$ cat config.mk
export PLATFORM = sky130hd
export DESIGN_NAME = memwb_stage
export DESIGN_NICKNAME = d
export VERILOG_FILES = /design/src/rtl/memwb_stage.sv
export SDC_FILE = /design/constraint.sdc
export NUM_CORES = 1
export LEC_CHECK = 0
export CAP_MARGIN = 20
export CORE_ASPECT_RATIO = 0.75
export CORE_MARGIN = 5
export CORE_UTILIZATION = 49
export CTS_BUF_LIST = sky130_fd_sc_hd__clkbuf_8 sky130_fd_sc_hd__clkbuf_16
export DETAILED_ROUTE_END_ITERATION = 8
export PLACE_DENSITY = 0.8
export SYNTH_ARGS = -nofsm -noshare
export SYNTH_HDL_FRONTEND = slang
export SYNTH_SLANG_ARGS = --single-unit
$ cat constraint.sdc
create_clock -name clk -period 3.8 [get_ports clk]
set_input_delay 1.14 -clock clk [delete_from_list [all_inputs] [get_ports clk]]
set_output_delay 1.14 -clock clk [all_outputs]
set_load 0.05 [all_outputs]
$ cat src/rtl/memwb_stage.sv
// MEM/WB pipeline register and write-back stage: load extraction, register-file write port, HI/LO.
// Optional macro MEMWB_LBU_EN adds the zero-extending load-byte-unsigned decode.
`timescale 1ns/1ps
module memwb_stage #(
    parameter logic [7:0] LB_OP  = 8'h90,
    parameter logic [7:0] LW_OP  = 8'h92
`ifdef MEMWB_LBU_EN
    ,
    parameter logic [7:0] LBU_OP = 8'h94
`endif
) (
    input  logic        clk,
    input  logic        rst_n,
    input  logic        stall,
    input  logic        flush,
    input  logic [7:0]  mem_aluop_i,
    input  logic [4:0]  mem_wa_i,
    input  logic        mem_wreg_i,
    input  logic        mem_mreg_i,
    input  logic [31:0] mem_dreg_i,
    input  logic        mem_whilo_i,
    input  logic [63:0] mem_hilo_i,
    input  logic [31:0] dm_dout,
    output logic [4:0]  wb_wa_o,
    output logic        wb_wreg_o,
    output logic [31:0] wb_wd_o,
    output logic [31:0] hi_o,
    output logic [31:0] lo_o
);

    logic [7:0]  aluop_q;
    logic [4:0]  wa_q;
    logic        wreg_q;
    logic        mreg_q;
    logic [31:0] dreg_q;
    logic        whilo_q;
    logic [63:0] hilo_q;
    logic        fresh_q;
    logic [31:0] ld_q;
    logic [31:0] hi_q;
    logic [31:0] lo_q;

    // NOTE: every register below updates with <= so all of them sample pre-edge values together.
    always_ff @(posedge clk or negedge rst_n) begin
        if (!rst_n) begin
            aluop_q <= '0;
            wa_q    <= '0;
            wreg_q  <= 1'b0;
            mreg_q  <= 1'b0;
            dreg_q  <= '0;
            whilo_q <= 1'b0;
            hilo_q  <= '0;
            fresh_q <= 1'b0;
            ld_q    <= '0;
            hi_q    <= '0;
            lo_q    <= '0;
        end else begin
            if (flush) begin
                aluop_q <= '0;
                wa_q    <= '0;
                wreg_q  <= 1'b0;
                mreg_q  <= 1'b0;
                dreg_q  <= '0;
                whilo_q <= 1'b0;
                hilo_q  <= '0;
            end else if (!stall) begin
                aluop_q <= mem_aluop_i;
                wa_q    <= mem_wa_i;
                wreg_q  <= mem_wreg_i;
                mreg_q  <= mem_mreg_i;
                dreg_q  <= mem_dreg_i;
                whilo_q <= mem_whilo_i;
                hilo_q  <= mem_hilo_i;
            end
            fresh_q <= !stall && !flush;
            // Memory output is only ours for one cycle; park it before MEM re-drives the RAM.
            if (fresh_q && stall) begin
                ld_q <= dm_dout;
            end
            // Committing only as the instruction leaves WB gives exactly one write per instruction.
            if (whilo_q && !stall && !flush) begin
                hi_q <= hilo_q[63:32];
                lo_q <= hilo_q[31:0];
            end
        end
    end

    logic [31:0] raw;
    logic [7:0]  lane;
    logic [31:0] load_data;

    // NOTE: defaults first on every comb output so no path leaves one unassigned (no latch).
    always_comb begin
        raw       = fresh_q ? dm_dout : ld_q;
        lane      = 8'h00;
        load_data = 32'h0;
        case (dreg_q[1:0])
            2'b00:   lane = raw[31:24];
            2'b01:   lane = raw[23:16];
            2'b10:   lane = raw[15:8];
            default: lane = raw[7:0];
        endcase
        if (aluop_q == LB_OP) begin
            load_data = {{24{lane[7]}}, lane};
        end else if (aluop_q == LW_OP) begin
            load_data = {raw[7:0], raw[15:8], raw[23:16], raw[31:24]};
        end
`ifdef MEMWB_LBU_EN
        else if (aluop_q == LBU_OP) begin
            load_data = {24'h0, lane};
        end
`endif
    end

    assign wb_wa_o   = wa_q;
    assign wb_wreg_o = wreg_q;
    assign wb_wd_o   = mreg_q ? load_data : dreg_q;
    assign hi_o      = hi_q;
    assign lo_o      = lo_q;

endmodule

==> impl_metrics.json, run 1 <==
{
  "yosysTopAreaCell": "dfrtp_1",
  "hp-class": "reg2reg",
  "crit_type": "in2out",
  "io_pins": 250,
  "crit_required_ps": 2660,
  "ys_ff_latch": 209,
  "period_needed_ps": 3810,
  "violations": "negative setup slack",
  "swShare": 0.290,
  "drv_cap": 0,
  "dieArea_sq_um": 22600,
  "synth_area_per_cell_sq_um": 12.7,
  "timing.rr.start": "fresh_q",
  "startpoint": "dm_dout[7]",
  "finClkSkew_ps": 15.3,
  "critPathMaxFanout": 7,
  "area_growth_pct": 41.1,
  "yosys.area_share.simple": 0.0790,
  "num_vias": 6797,
  "power_switching_mw": 1.92,
  "fin_crit_sh": 1.00,
  "seq_area_frac_synth": 0.543,
  "mostFrequentLayoutCell": "dfrtp_1",
  "drt-total-wl_um": 25400,
  "power_density_nw_per_um2": 486,
  "syn-cell-area_sq_um": 9630,
  "postLayoutCellArea_sq_um": 13600,
  "met3_usage": 0.0661,
  "grt_first_pass_wirelength_um": 39600,
  "synthCells": 759,
  "dp_slack_ps": -407,
  "start_kind": "input port",
  "synth_warnings": 0,
  "slew_viol_final": 0,
  "vias_per_cell": 5.23,
  "place_hpwl_um": 17400,
  "timing.hold.ws_ps": 503,
  "worstHoldStart": "hilo_q[25]",
  "post-place-cells": 1248,
  "clock_path_buffers": 3,
  "cts_sinks": 209,
  "hold_viol_final": 0,
  "start_util": 0.498,
  "regToRegSetupSlack_ps": 1800,
  "ctsRootBufferMaster": "clkbuf_16",
  "clock_latency_ps": 490,
  "seq_power_share": 0.397,
  "final_util": 0.703,
  "yosysTopAreaCellShare": 0.543,
  "top_usage_layer": "met2",
  "outcome": "finished, violations left",
  "cts_buffers": 22,
  "placed_area_sq_um": 12500,
  "drc": 0,
  "gr-total-overflow": 0,
  "cts_tree": "built",
  "die_y_um": 131,
  "max-vdd-ir-drop_mv": 0.347,
  "tightest_slew_ps": 1070,
  "rows": 44,
  "grt_use_total": 0.219,
  "synth_top_family_by_area": "multiplexers",
  "clkTransAtPathRegs_ps": 60,
  "htree_levels": 1,
  "antenna_found_initial": 4,
  "nets": 1176,
  "drive_gt1_frac": 0.268,
  "fmax_mhz": 263,
  "drt_iter0_drc": 370,
  "wl_per_cell_um": 19.5,
  "power_mw": 6.60,
  "core_sq_um": 19300,
  "stdcell_count": 1299,
  "final_cell_mix": "dfrtp_1, clkdlybuf4s50_1, mux2i_1",
  "synth_area_leaders": "dfrtp_1, mux2i_1, mux2_2, nor2_1, mux4_2",
  "grt_start_max_net_pins": 99,
  "fin_ws_ps": -9.05,
  "first_pass_iters": 4,
  "synthDistinctLibCells": 30,
  "setup_tns_ps": -29.3,
  "muxShareOfSynthArea": 0.299,
  "io_buffer_count": 249,
  "ant_nets": 0,
  "p_clk_frac": 0.364,
  "synth_fp_nets": 907,
  "intPower_mw": 4.68,
  "rsz0062_at_grt": "yes",
  "use_met1": 0.307,
  "synthAdderAreaFrac": 0,
  "arrival_ps": 2670,
  "p_leak_nw": 6.37,
  "critPathCaptureType": "output port",
  "synth-xor-area-share": 0,
  "relSlewSlack": 0.286,
  "setup_viol": 5,
  "grt_pass1_vias": 7154,
  "combPwrFrac": 0.239,
  "die_w_um": 172,
  "holdBufCountCts": 0,
  "synth_compound_area_frac": 0.0405,
  "use_met2": 0.341,
  "n_fill_cell": 1412,
  "gp_congestion": 0.849
}
==> registers in the layout, indices dropped and copies added, names as in the netlist <==
signal and count:
aluop_q 8, dreg_q 32, fresh_q 1, hi_o 32
hilo_q 64, ld_q 32, lo_o 32, mreg_q 1
wb_wa_o 5, wb_wreg_o 1, whilo_q 1
==> final cells by class <==
cell class,instances,area (sq um),share of cell area
diodes,2,5.00,0.000368
clock buffers,27,631,0.0464
clock inverters,13,198,0.0145
inverters,31,116,0.00856
multi-input cells,463,4140,0.304
flip-flops and latches,209,5230,0.385
well taps,253,317,0.0233
repair buffers,301,2960,0.217
==> what timing repair did <==
item                                   CTS  global route
endpoints found under the hold margin    0             0
gates cloned                             2             0
buffers inserted                         2             6
pin swaps                                8             4
setup endpoints to repair               32            28
gates resized for setup                 91            12
==> synth_stat cells <==
cell type and count:
o311ai_0 4, nand4b_1 1, nor2_1 114, o31ai_4 1
o311ai_1 2, nand3_1 1, o22ai_1 5, mux4_1 1
nor2b_1 8, mux2_2 96, and2_1 32, dfrtp_1 209
and2_4 1, buf_6 3, nand2b_1 1, o22ai_2 20
buf_2 18, and4b_1 1, buf_1 7, mux4_4 1
inv_1 31, mux4_2 13, nand2_1 7, clkbuf_1 27
mux2i_1 145, clkbuf_2 1, nor4bb_1 1, o21ai_0 5
nor3b_1 1, o21ai_1 2
==> power by group through the flow <==
stage               logic, mW  clock network (mW)  registers, mW
global placement         1.54                   0           2.65
finish                   1.58                2.40           2.62
detailed placement       1.56                   0           2.66
floorplan               0.555                   0           3.02
CTS                      1.58                2.45           2.62
global route             1.66                2.56           2.65
==> cell families (layout without fill, tap and decap cells) <==
| family | count (synthesis) | count (layout) |
|---|---|---|
| DFF | 209 | 209 |
| muxes | 256 | 256 |
| buffers and inverters | 87 | 372 |
| and+or+nand+nor | 168 | 168 |
| AOI/OAI and AO/OA | 39 | 39 |
| other | 0 | 2 |
==> critical path, cell delays in order <==
cell and delay, ps:
buf_6 90, mux4_2 450, and2_4 170, o31ai_4 220, buf_6 180, buf_12 150
o22ai_2 90, buf_6 180
==> final timing paths <==
path / depth (start not counted) / end
worst max-delay path: 8 / wb_wd_o[10]
worst min-delay path: 1 / lo_o[25]
worst max register to register: 3 / ld_q[27]
worst min register to register: 1 / lo_o[25]
max in group asynchronous: 2 / hilo_q[18]
min in group asynchronous: 1 / dreg_q[21]
==> routing by layer <==
| layer | share of wire | wire (um) |
|---|---|---|
| met1 | 0.43 | 11000 |
| met2 | 0.46 | 11700 |
| met3 | 0.084 | 2140 |
| met5 | 0.00098 | 25 |
| met4 | 0.021 | 533 |
No activity file was read; power rests on OpenSTA's default activity.
==> run 2, diff against run 1 <==
--- a/config.mk
+++ b/config.mk
@@ -5,13 +5,14 @@
 export SDC_FILE = /design/constraint.sdc
 export NUM_CORES = 1
 export LEC_CHECK = 0
+export ABC_AREA = 1
 export CAP_MARGIN = 20
 export CORE_ASPECT_RATIO = 0.75
-export CORE_MARGIN = 5
 export CORE_UTILIZATION = 49
 export CTS_BUF_LIST = sky130_fd_sc_hd__clkbuf_8 sky130_fd_sc_hd__clkbuf_16
 export DETAILED_ROUTE_END_ITERATION = 8
-export PLACE_DENSITY = 0.8
+export GPL_ROUTABILITY_DRIVEN = 0
+export PLACE_DENSITY = 0.81
 export SYNTH_ARGS = -nofsm -noshare
 export SYNTH_HDL_FRONTEND = slang
 export SYNTH_SLANG_ARGS = --single-unit
==> impl_metrics.json, run 2 <==
{
  "power_density_nw_per_um2": 484,
  "seq_area_frac_synth": 0.555,
  "htree_levels": 1,
  "first_pass_iters": 6,
  "met3WireLength_um": 2950,
  "synth_ff_type": "dfrtp_1",
  "synth_warnings": 0,
  "hp-class": "reg2reg",
  "grt_use_total": 0.280,
  "critPathCaptureType": "output port",
  "largest_register_ffs": 64,
  "setup_viol": 1,
  "ctsRootBufferMaster": "clkbuf_16",
  "io_pins": 250,
  "holdBufCountCts": 0,
  "worstPathCellList": "clkdlybuf4s50_1 -> nand2_1 -> nand2_2 -> nand2_2 -> nand2_4 -> o21ai_4 -> clkbuf_16 -> a21oi_4 -> buf_6",
  "place_hpwl_um": 18100,
  "core_sq_um": 18700,
  "synthArstFlopShare": 1.00,
  "outcome": "finished, violations left",
  "diodes": 0,
  "clkTransAtPathRegs_ps": 60,
  "largest_register": "hilo_q",
  "die_y_um": 122,
  "synthCells": 1146,
  "arrival_ps": 2660,
  "ff_latch_area_sq_um": 5230,
  "fin_crit_sh": 1.00,
  "max-vdd-ir-drop_mv": 0.318,
  "synth_edf_count": 0,
  "synth_area_leaders": "dfrtp_1, nand2_1, o21ai_0, inv_1, nand3_1",
  "route.met2.wl_um": 11700,
  "cts_sinks": 209,
  "area_growth_pct": 40.4,
  "finClkSkew_ps": 9.96,
  "synth_area_per_cell_sq_um": 8.23,
  "start_util": 0.505,
  "clock_path_buffers": 3,
  "reg2reg_depth": 4,
  "yosysTopAreaCellShare": 0.555,
  "n_fill_cell": 1408,
  "reg2reg_to": "ld_q[16]",
  "p_leak_nw": 6.36,
  "start_kind": "input port",
  "fmax_mhz": 263,
  "io_buffer_count": 249,
  "endpoint": "wb_wd_o[9]",
  "ant_nets": 0,
  "final_cell_mix": "nand2_1, clkdlybuf4s50_1, dfrtp_1",
  "startpoint": "dm_dout[15]",
  "crit_required_ps": 2660,
  "stdcell_count": 1642,
  "vias_per_cell": 5.20,
  "timing.rr.start": "fresh_q",
  "rsz0062_at_grt": "yes",
  "hold_viol_final": 0,
  "slowest_stage": "clkdlybuf4s50_1",
  "critPathMaxFanout": 6,
  "slowest_delay_ps": 470,
  "ys_ff_latch": 209,
  "clock_latency_ps": 500,
  "yosysTopAreaCell": "dfrtp_1",
  "rows": 43,
  "grt_first_pass_wirelength_um": 43300,
  "wl_met1_um": 12100,
  "relSlewSlack": 0.249,
  "synth_most_common_cell": "nand2_1",
  "drive_gt1_frac": 0.123,
  "dp_slack_ps": -419,
  "regToRegSetupSlack_ps": 2190,
  "num_vias": 8546,
  "dieArea_sq_um": 19800,
  "grt_start_max_net_pins": 114,
  "drt-total-wl_um": 27500,
  "gr-total-overflow": 0,
  "violations": "negative setup slack",
  "cts_buffers": 22,
  "mostFrequentLayoutCell": "nand2_1",
  "nets": 1527,
  "multi_input_area_sq_um": 3590,
  "synthDistinctLibCells": 19,
  "drv_cap": 0,
  "drt_iter0_drc": 795,
  "tightest_slew_ps": 1130,
  "antenna_found_initial": 0,
  "drc": 0,
  "grt_pass1_vias": 8151,
  "power_mw": 6.41,
  "slew_viol_final": 0,
  "highest_layer": "met4",
  "post-place-cells": 1595,
  "timing.hold.ws_ps": 479,
  "die_w_um": 162,
  "yosys-top-cells-count": "nand2_1, dfrtp_1, o21ai_0, inv_1, nand3_1",
  "period_needed_ps": 3800,
  "cpMostUsedCell": "nand2_2",
  "crit_type": "in2out",
  "fin_ws_ps": -1.01,
  "synth_fp_nets": 1294,
  "syn-cell-area_sq_um": 9430,
  "wl_per_cell_um": 16.8,
  "cts_tree": "built"
}
[run 2: power by group]
| group | switching, mW | total (mW) | leakage, nW | internal [mW] |
|---|---|---|---|---|
| logic | 0.998 | 1.58 | 3.23 | 0.578 |
| registers | 0.124 | 2.57 | 2.75 | 2.45 |
| clock network | 0.893 | 2.26 | 0.388 | 1.37 |
| total | 2.01 | 6.41 | 6.36 | 4.40 |
[run 2: metal layers]
layer / GRT usage / vias up
met1: 0.410 / 4022
met2: 0.404 / 419
met4: 0.0778 / 0
met5: 0 / -
li1: - / 4047
met3: 0.0814 / 58
[run 2: what timing repair did]
item,in CTS,in global routing
buffers inserted,4,1
gates cloned,1,1
setup endpoints to repair,25,29
gates resized for setup,5,48
pin swaps,4,8
[run 2: logic make-up after synthesis]
group	Yosys count	synth area share
flops	209	0.555
simple gates	529	0.222
mux	24	0.0287
buf+inv	192	0.0817
compound gates	192	0.113
[run 2: worst min-delay path by stage]
stage,startpoint,endpoint,slack (ps),cells after the start
2_1_floorplan,ld_q[24],ld_q[24],450,2
3_3_place_gp,lo_o[21],lo_o[21],460,2
3_5_place_dp,hi_o[22],hi_o[22],470,2
4_1_cts,hi_o[19],hi_o[19],490,2
5_1_grt,hi_o[30],hi_o[30],510,2
6_report,hi_o[22],hi_o[22],480,2
[run 2: metrics by stage]
stage	utilization	TNS, ps	instance area (sq um)
floorplan	-	0	9430
global placement	0.652	-7460	12200
detailed placement	0.652	-9070	12200
CTS	0.697	0	13000
global route	0.709	-218	13200
finish	0.709	-1.01	13200
[run 2: layout make-up]
type	instances	area share
flip-flops and latches	209	0.395
multi-input cells	746	0.271
repair buffers	278	0.217
clock buffers	26	0.0466
inverters	122	0.0349
well taps	247	0.0233
clock inverters	14	0.0116
[run 2: critical path: cells and delay by family]
family	cells	cell delay, ps
AOI/OAI and AO/OA	2	240
buffers and inverters	3	850
and+or+nand+nor	4	410
==> run 3, diff against run 2 <==
--- a/config.mk
+++ b/config.mk
@@ -6,6 +6,7 @@
 export NUM_CORES = 1
 export LEC_CHECK = 0
 export ABC_AREA = 1
+export ABC_CLOCK_PERIOD_IN_PS = 4200
 export CAP_MARGIN = 20
 export CORE_ASPECT_RATIO = 0.75
 export CORE_UTILIZATION = 49
==> constraint.sdc (replaced) <==
create_clock -name clk -period 4.2 [get_ports clk]
set_input_delay 1.26 -clock clk [delete_from_list [all_inputs] [get_ports clk]]
set_output_delay 1.26 -clock clk [all_outputs]
set_load 0.05 [all_outputs]
==> impl_metrics.json, run 3 (synthesis results as in run 2) <==
{
  "diodes": 0,
  "slowest_delay_ps": 480,
  "reg2reg_depth": 4,
  "area_growth_pct": 36.7,
  "io_buffer_count": 249,
  "period_needed_ps": 4130,
  "clock_path_buffers": 3,
  "slew_viol_final": 0,
  "outcome": "finished clean",
  "drv_cap": 0,
  "p_leak_nw": 6.23,
  "crit_required_ps": 2940,
  "regToRegSetupSlack_ps": 2480,
  "grt_use_total": 0.277,
  "drc": 0,
  "cpMostUsedCell": "nand2_1",
  "min_to": "hi_o[2]",
  "rows": 43,
  "fin_crit_sh": 0.983,
  "setup_viol": 0,
  "start_util": 0.505,
  "antenna_found_initial": 0,
  "critPathMaxFanout": 13,
  "num_vias": 8471,
  "rsz0062_at_grt": "no",
  "tightest_slew_ps": 669,
  "mostFrequentLayoutCell": "nand2_1",
  "n_fill_cell": 1477,
  "relSlewSlack": 0.553,
  "crit_type": "in2out",
  "wl_per_cell_um": 16.5,
  "grt_start_max_net_pins": 129,
  "cts_sinks": 209,
  "htree_levels": 1,
  "reg2reg_to": "ld_q[19]",
  "ctsRootBufferMaster": "clkbuf_16",
  "core_sq_um": 18700,
  "io_pins": 250,
  "gr-total-overflow": 0,
  "dieArea_sq_um": 19800,
  "clock_latency_ps": 490,
  "die_y_um": 122,
  "cts_tree": "built",
  "final_cell_mix": "nand2_1, clkdlybuf4s50_1, dfrtp_1",
  "ant_nets": 0,
  "fmax_mhz": 242,
  "finClkSkew_ps": 8.60,
  "place_hpwl_um": 18200,
  "vias_per_cell": 5.19,
  "worstPathCellList": "clkdlybuf4s50_1 -> nand2_1 -> nand2_1 -> nor2_1 -> nor2_4 -> o21ai_4 -> buf_12 -> a21oi_2 -> buf_4",
  "die_w_um": 162,
  "drt_iter0_drc": 978,
  "drive_gt1_frac": 0.105,
  "arrival_ps": 2870,
  "largest_register": "hilo_q",
  "hold_path_depth": 2,
  "hold_viol_final": 0,
  "max-vdd-ir-drop_mv": 0.327,
  "power_mw": 5.61,
  "nets": 1518,
  "power_density_nw_per_um2": 435,
  "timing.rr.start": "fresh_q",
  "hp-class": "reg2reg",
  "worstHoldStart": "hi_o[2]",
  "slowest_stage": "clkdlybuf4s50_1",
  "clkTransAtPathRegs_ps": 60,
  "drt-total-wl_um": 26900,
  "critPathCaptureType": "output port",
  "grt_first_pass_wirelength_um": 42700,
  "grt_pass1_vias": 8187,
  "setup_tns_ps": 0,
  "holdBufCountCts": 0,
  "cts_buffers": 21,
  "largest_register_ffs": 64,
  "start_kind": "input port",
  "first_pass_iters": 5
}
[run 3: cell count changes in the layout (fill, tap and decap cells not counted), moves of 2 or more]
cell and change:
buf_6 -21, buf_4 +14, a21oi_1 +8, a21oi_4 -8, nand2_1 +6, nand2_2 -4, clkbuf_16 -3, clkbuf_8 +2
clkdlybuf4s50_1 +2, clkinv_2 -2, dlymetal6s2s_1 -2, nand2_4 -2
[run 3: worst max-delay path by stage]
| stage | start | slack [ps] | cells after the start | end |
|---|---|---|---|---|
| floorplan | dm_dout[7] | 520 | 6 | wb_wd_o[10] |
| global placement | dm_dout[31] | -190 | 8 | wb_wd_o[10] |
| detailed placement | dm_dout[31] | -230 | 8 | wb_wd_o[8] |
| CTS | dm_dout[15] | 80 | 9 | wb_wd_o[8] |
| global route | dm_dout[7] | 30 | 9 | wb_wd_o[25] |
| finish | dm_dout[7] | 70 | 9 | wb_wd_o[20] |
[run 3: final cells by class]
cell class	count	area (sq um)	area share
well taps	247	309	0.0240
clock buffers	26	594	0.0461
repair buffers	270	2720	0.211
multi-input cells	746	3470	0.269
inverters	122	458	0.0355
flip-flops and latches	209	5230	0.406
clock inverters	11	115	0.00893
[run 3: timing repair]
action	4_1_cts	5_1_grt
pin swaps	2	0
buffers inserted	4	0
cloned	1	0
setup endpoints to repair	25	11
resized for setup	1	1
[run 3: worst max-delay path: cells and delay by family]
kind	cells	cell delay (ps)
AO/OA/AOI/OAI	2	250
AND/OR/NAND/NOR	4	480
buffers and inverters	3	860
[run 3: power by group]
group	internal, mW	leakage (nW)	total (mW)	switching [mW]
logic	0.494	3.13	1.37	0.877
registers	2.22	2.75	2.33	0.111
clock network	1.13	0.349	1.91	0.784
[run 3: per-stage QoR]
step | cells | area, sq um | setup slack [ps] | util | hold WS [ps]
after floorplan | 1146 | 9430 | 524 | - | 453
after detailed placement | 1589 | 12100 | -230 | 0.649 | 472
after CTS | 1631 | 12900 | 77.6 | 0.691 | 488
after global placement | 1589 | 12100 | -188 | 0.649 | 465
after global routing | 1631 | 12900 | 30.9 | 0.691 | 508
final | 1631 | 12900 | 72.8 | 0.691 | 483
[run 3: routing by layer]
| layer | share of wire | global-route usage | wire [um] | vias up |
|---|---|---|---|---|
| met5 | 0 | 0 | 0 | - |
| met4 | 0.023 | 0.0767 | 617 | 0 |
| li1 | - | - | - | 4021 |
| met2 | 0.43 | 0.408 | 11700 | 381 |
| met3 | 0.099 | 0.0766 | 2670 | 49 |
| met1 | 0.44 | 0.400 | 12000 | 4020 |
